**src/rtl/sram_req_arbiter.sv**
```systemverilog
// rtl/sram_req_arbiter.sv - fetch/data arbiter onto one SRAM-like port with in-order response routing
`timescale 1ns/1ps
module sram_req_arbiter #(
    parameter int MAX_OUTSTANDING = 4,
    parameter int STARVE_LIMIT    = 8
) (
    input  logic        clk,
    input  logic        reset,
    input  logic        inst_req,
    input  logic        inst_wr,
    input  logic [1:0]  inst_size,
    input  logic [3:0]  inst_wstrb,
    input  logic [31:0] inst_addr,
    input  logic [31:0] inst_wdata,
    output logic        inst_addr_ok,
    output logic        inst_data_ok,
    output logic [31:0] inst_rdata,
    input  logic        data_req,
    input  logic        data_wr,
    input  logic [1:0]  data_size,
    input  logic [3:0]  data_wstrb,
    input  logic [31:0] data_addr,
    input  logic [31:0] data_wdata,
    output logic        data_addr_ok,
    output logic        data_data_ok,
    output logic [31:0] data_rdata,
    output logic        req,
    output logic        wr,
    output logic [1:0]  size,
    output logic [3:0]  wstrb,
    output logic [31:0] addr,
    output logic [31:0] wdata,
    input  logic        addr_ok,
    input  logic        data_ok,
    input  logic [31:0] rdata,
    output logic        resp_err
);

    localparam int PTR_W = (MAX_OUTSTANDING > 1) ? $clog2(MAX_OUTSTANDING) : 1;
    localparam int CNT_W = $clog2(MAX_OUTSTANDING + 1);
    localparam int SC_W  = $clog2(STARVE_LIMIT + 1);
    localparam logic [CNT_W-1:0] FULL_CNT   = CNT_W'(MAX_OUTSTANDING);
    localparam logic [SC_W-1:0]  STARVE_MAX = SC_W'(STARVE_LIMIT);

    typedef enum logic [1:0] {
        IDLE   = 2'd0,
        HOLD_I = 2'd1,
        HOLD_D = 2'd2
    } state_e;

    state_e            state_q;
    logic              ids_q [MAX_OUTSTANDING];
    logic [PTR_W-1:0]  wr_ptr_q, wr_ptr_d;
    logic [PTR_W-1:0]  rd_ptr_q, rd_ptr_d;
    logic [CNT_W-1:0]  count_q, count_d;
    logic [SC_W-1:0]   starve_cnt_q, starve_cnt_d;
    logic              resp_err_q, resp_err_d;

    logic full, inst_starved, pick_d, pick_i, rearb;
    logic sel_i, sel_d, grant_i, grant_d, hs, pop, head_id;

    // Winner selection: data first unless fetch has lost STARVE_LIMIT times in a row;
    // a held side keeps the grant until addr_ok or until it withdraws its request.
    assign full         = (count_q == FULL_CNT);
    assign inst_starved = inst_req & (starve_cnt_q == STARVE_MAX);
    assign pick_d       = data_req & ~inst_starved;
    assign pick_i       = inst_req & ~pick_d;
    assign rearb        = (state_q == IDLE)
                        | ((state_q == HOLD_I) & ~inst_req)
                        | ((state_q == HOLD_D) & ~data_req);
    assign sel_i        = rearb ? pick_i : (state_q == HOLD_I);
    assign sel_d        = rearb ? pick_d : (state_q == HOLD_D);
    assign grant_i      = sel_i & ~full & ~reset;
    assign grant_d      = sel_d & ~full & ~reset;

    assign req          = grant_i | grant_d;
    assign hs           = req & addr_ok;
    assign inst_addr_ok = grant_i & addr_ok;
    assign data_addr_ok = grant_d & addr_ok;

    // Shared request fields follow the granted side; zero when nothing is granted.
    always_comb begin
        wr    = 1'b0;
        size  = 2'd0;
        wstrb = 4'd0;
        addr  = 32'd0;
        wdata = 32'd0;
        if (grant_d) begin
            wr    = data_wr;
            size  = data_size;
            wstrb = data_wstrb;
            addr  = data_addr;
            wdata = data_wdata;
        end else if (grant_i) begin
            wr    = inst_wr;
            size  = inst_size;
            wstrb = inst_wstrb;
            addr  = inst_addr;
            wdata = inst_wdata;
        end
    end

    // Responses come back in issue order, so the FIFO head names the owner.
    assign head_id      = ids_q[rd_ptr_q];
    assign pop          = data_ok & (count_q != '0) & ~reset;
    assign inst_data_ok = pop & ~head_id;
    assign data_data_ok = pop & head_id;
    assign inst_rdata   = reset ? 32'd0 : rdata;
    assign data_rdata   = reset ? 32'd0 : rdata;
    assign resp_err     = resp_err_q & ~reset;

    // Next-state for FIFO pointers, occupancy, starvation counter and the sticky error.
    always_comb begin
        wr_ptr_d     = wr_ptr_q;
        rd_ptr_d     = rd_ptr_q;
        count_d      = count_q;
        starve_cnt_d = starve_cnt_q;
        resp_err_d   = resp_err_q | (data_ok & (count_q == '0));
        if (hs) begin
            wr_ptr_d = wr_ptr_q + 1'b1;
        end
        if (pop) begin
            rd_ptr_d = rd_ptr_q + 1'b1;
        end
        if (hs && !pop) begin
            count_d = count_q + 1'b1;
        end else if (!hs && pop) begin
            count_d = count_q - 1'b1;
        end
        if (hs && grant_i) begin
            starve_cnt_d = '0;
        end else if (hs && grant_d && inst_req) begin
            if (starve_cnt_q != STARVE_MAX) begin
                starve_cnt_d = starve_cnt_q + 1'b1;
            end
        end else if ((state_q == IDLE) && !inst_req) begin
            starve_cnt_d = '0;
        end
    end

    // Arbitration FSM: park on the winner while the port has not accepted the address.
    always_ff @(posedge clk) begin
        if (reset) begin
            state_q <= IDLE;
        end else if (grant_d && !addr_ok) begin
            state_q <= HOLD_D;
        end else if (grant_i && !addr_ok) begin
            state_q <= HOLD_I;
        end else begin
            state_q <= IDLE;
        end
    end

    // Bookkeeping registers; reset empties the FIFO by clearing its pointers.
    always_ff @(posedge clk) begin
        if (reset) begin
            wr_ptr_q     <= '0;
            rd_ptr_q     <= '0;
            count_q      <= '0;
            starve_cnt_q <= '0;
            resp_err_q   <= 1'b0;
        end else begin
            wr_ptr_q     <= wr_ptr_d;
            rd_ptr_q     <= rd_ptr_d;
            count_q      <= count_d;
            starve_cnt_q <= starve_cnt_d;
            resp_err_q   <= resp_err_d;
        end
    end

    // ID storage: records which side owns each accepted address phase.
    always_ff @(posedge clk) begin
        if (hs) begin
            ids_q[wr_ptr_q] <= grant_d;
        end
    end

endmodule

```
**config.mk**
```make
export PLATFORM = sky130hd
export DESIGN_NAME = sram_req_arbiter
export DESIGN_NICKNAME = d
export VERILOG_FILES = /design/src/rtl/sram_req_arbiter.sv
export SDC_FILE = /design/constraint.sdc
export NUM_CORES = 1
export LEC_CHECK = 0
export ABC_CLOCK_PERIOD_IN_PS = 2700
export CAP_MARGIN = 20
export CORE_AREA = 4 4 122 124
export CTS_BUF_LIST = sky130_fd_sc_hd__clkbuf_8
export DETAILED_ROUTE_END_ITERATION = 16
export DIE_AREA = 0 0 126 128
export GPL_TIMING_DRIVEN = 0
export PLACE_DENSITY_LB_ADDON = 0.2
export SETUP_SLACK_MARGIN = 0.05
export SLEW_MARGIN = 20
export SYNTH_ARGS = -nofsm -noshare
export SYNTH_HDL_FRONTEND = slang
export SYNTH_SLANG_ARGS = --single-unit
```
**constraint.sdc**
```tcl
create_clock -name clk -period 2.7 [get_ports clk]
set_input_delay 0.405 -clock clk [delete_from_list [all_inputs] [get_ports clk]]
set_output_delay 0.405 -clock clk [all_outputs]
set_load 0.05 [all_outputs]
```
==> metrics.cfg <==
[yosys]
synthTopCellsByArea=a22o_1 (28%), dfxtp_1 (14%), buf_4 (13%), nor2b_1 (10%), edfxtp_1 (5.3%)
synth_area_sq_um=2256
syn_nets=446
synth_edf_count=4
ys_types=39
ys_warn_count=0
synthFlopType=dfxtp_1
synth.most_common_cell=a22o_1
synth-seq-cells=20
syn_inst=258
synthTopCellsByCount=a22o_1 (71), buf_4 (39), nor2b_1 (36)
synth.avg_cell_area_sq_um=8.744
synth_top_area_share_pct=27.57
yosys.area.top_type=a22o_1
async_reset_ff_share_pct=0
synth_seq_area_share_pct=19.52

[clock_network]
root_buffer=clkbuf_8
cts_sinks=20
clock_latency_ns=0.25
cts_buffer_depth=2
cts_tree=yes
cts_htree_levels=1
ctsHoldBuffers=0
cts_made_buffers=3
clk_pin_slew_worst_paths_ns=0.07

[floorplan]
io_pins=321
die_w_um=126
dieHeight_um=128
num_rows=43
die-area_sq_um=16130
coreArea_sq_um=13770
initial_core_util_pct=16.38

[timing]
worstMarginPinSlew_ns=0.5331
finalHoldViolations=0
skew_ns=0.004799
setup_viol=0
rsz0062_at_grt=yes
min_period_over_period_pct=95.37
drv_slew=0
timing.fmax_mhz=388.4
slew_headroom_pct=64.40
finalCriticalPeriod_ns=2.575

[setup_path]
path_common_cell=buf_6
crit_chain=inv_1, ha_2, nor4bb_4, a211o_1, and3_1, buf_6, buf_4, a22o_1, buf_6
ff2ff_path_depth=9
crit_slowest_cell=dfxtp_2
path_buf_inv=4
critPathMaxFanout=10
path_class=flip-flop to output pin
path_depth=9
crit_path_end_kind=output pin
critPathRequiredTime_ns=2.30
rr_startpoint=count_q[0]
cp-start-kind=flip-flop
cp-startpoint=starve_cnt_q[0]
critPathTopFamily=buffers and inverters
critPathMaxStageDelay_ns=0.33
cp.arrival_ns=2.17

[drt]
viasPerCell=4.172
wl_per_cell_um=17.17
drt-initial-drc-count=53
drc=0
antenna_left=0
wirelength_um=13150
vias=3196
drtPass1Iterations=4

[global_route]
gr-total-overflow=0
grt_pass1_wl_um=19060
grt_max_degree=14
antenna_found_initial=2
grt_use_total_pct=14.78
first_global_vias=3201

[placed_design]
placed_cells=758
gp_congestion=0.8629
dp_hpwl_um=11480
numPortBuffers=320

[finish]
area_growth_pct=153.0
post-route-util_pct=41.44
final_cells=766
regArea_sq_um=442.9
drive_gt1_share_pct=24.79
fin_nets=774
fillers=1402
multi_input_area_sq_um=1428

[power_and_ir_drop]
p_per_area_nw_per_um2=406.6
pwr-share-seq_pct=16.4
clkPwrFrac_pct=12.6
max-vdd-ir-drop_v=0.0004127
intPower_mw=1.238
total_leakage_power_nw=2.633
switching_share_pct=46.67
p_sw_mw=1.083
pwr-share-comb_pct=71.1

[worst_hold_path]
holdCritPathClass=flip-flop to flip-flop
hold_start=resp_err_q
hold_depth=2

[flow_run]
maxCapViolations=0

[outcome]
status=finished, final reports clean

-- power groups by stage --
stage	Combinational (mW)	Clock, mW	Sequential (mW)
after global placement	1.66	0	0.382
final	1.65	0.292	0.380
after floorplan	1.00	0	0.377
after CTS	1.58	0.302	0.381
after global routing	1.73	0.316	0.385
after detailed placement	1.68	0	0.384
-- kinds of logic (layout without fill, tap and decap cells) --
logic type                 count (synthesis)  count (layout)  share of synthesized area (%)
and+or+nand+nor                           80              80                          21.96
AOI/OAI and AO/OA                         79              79                          29.84
buffers and inverters                     59             386                          18.36
DFF                                       20              20                          19.52
adders and majority gates                  8               8                          4.770
xor gates and xnor gates                   6               6                          2.329
muxes                                      6               6                          3.217
other                                      0               1                              0
-- tightest hold or removal path: cells and delay by family, from the launching register on --
family / cells / cell delay, ns
AND/OR/NAND/NOR: 1 / 0.08
flip-flops: 1 / 0.33
AO/OA/AOI/OAI: 1 / 0.04
-- worst paths after layout --
kind / slack, ns / endpoint
worst max-delay path: 0.13 / size[0]
worst min-delay path: 0.49 / resp_err_q
worst max register to register: 0.37 / count_q[2]
worst min register to register: 0.49 / resp_err_q
-- final cells by class --
class	instances	share of cell area, %
diodes	1	0.04384
plain buffers	53	7.321
clock buffers	3	0.7234
clock inverters	1	0.5261
inverters	6	0.3946
multi-input cells	179	25.01
flip-flops and latches	20	7.760
well taps	180	3.946
repair buffers	323	54.27
-- metrics by stage --
step / area [sq um] / setup WS (ns) / hold slack [ns] / setup TNS, ns / total power, mW
2_1_floorplan: 2256 / 0.2693 / 0.4290 / 0 / 1.380
3_3_place_gp: 5684 / -0.5395 / 0.4485 / -52.93 / 2.046
3_5_place_dp: 5684 / -0.5973 / 0.4718 / -55.32 / 2.060
4_1_cts: 5438 / 0.05025 / 0.4888 / 0 / 2.257
5_1_grt: 5708 / 0.02751 / 0.5299 / 0 / 2.431
6_report: 5708 / 0.1251 / 0.4850 / 0 / 2.321
-- cell usage in the layout, fill, tap and decap left out, drive strengths merged, types with 2 or more instances in the layout --
master	instances
nor3	4
a22o	71
edfxtp	4
clkbuf	13
nor4b	2
a21oi	3
nor2b	36
nor2	16
mux2i	5
dlygate4sd2	64
clkdlybuf4s50	181
and2	6
xor2	4
xnor2	2
clkdlybuf4s15	3
and3	2
nand2b	2
nor4	2
dfxtp	16
buf	117
inv	6
nand3b	2
ha	7
or2	2
-- sequential cells by signal (all words and copies together), names as in the netlist, named ones only --
name,flops
starve_cnt_q,4
state_q,2
ids_q,4
count_q,3
wr_ptr_q,2
rd_ptr_q,2
resp_err_q,1
-- routing by layer --
| metal | GRT usage (%) | share of wire (%) | wire length [um] |
|---|---|---|---|
| met3 | 3.917 | 7.2 | 942 |
| met4 | 2.650 | 1.7 | 223 |
| met2 | 29.45 | 56 | 7411 |
| met1 | 15.60 | 35 | 4559 |
| met5 | 0 | 0.099 | 13 |
-- what timing repair did --
action / CTS / global route
gates cloned: 0 / 0
setup buffers: 1 / 2
pin swaps: 2 / 1
endpoints found under the setup margin: 141 / 86
resized for setup: 465 / 124
(Power assumes the default switching activity.)
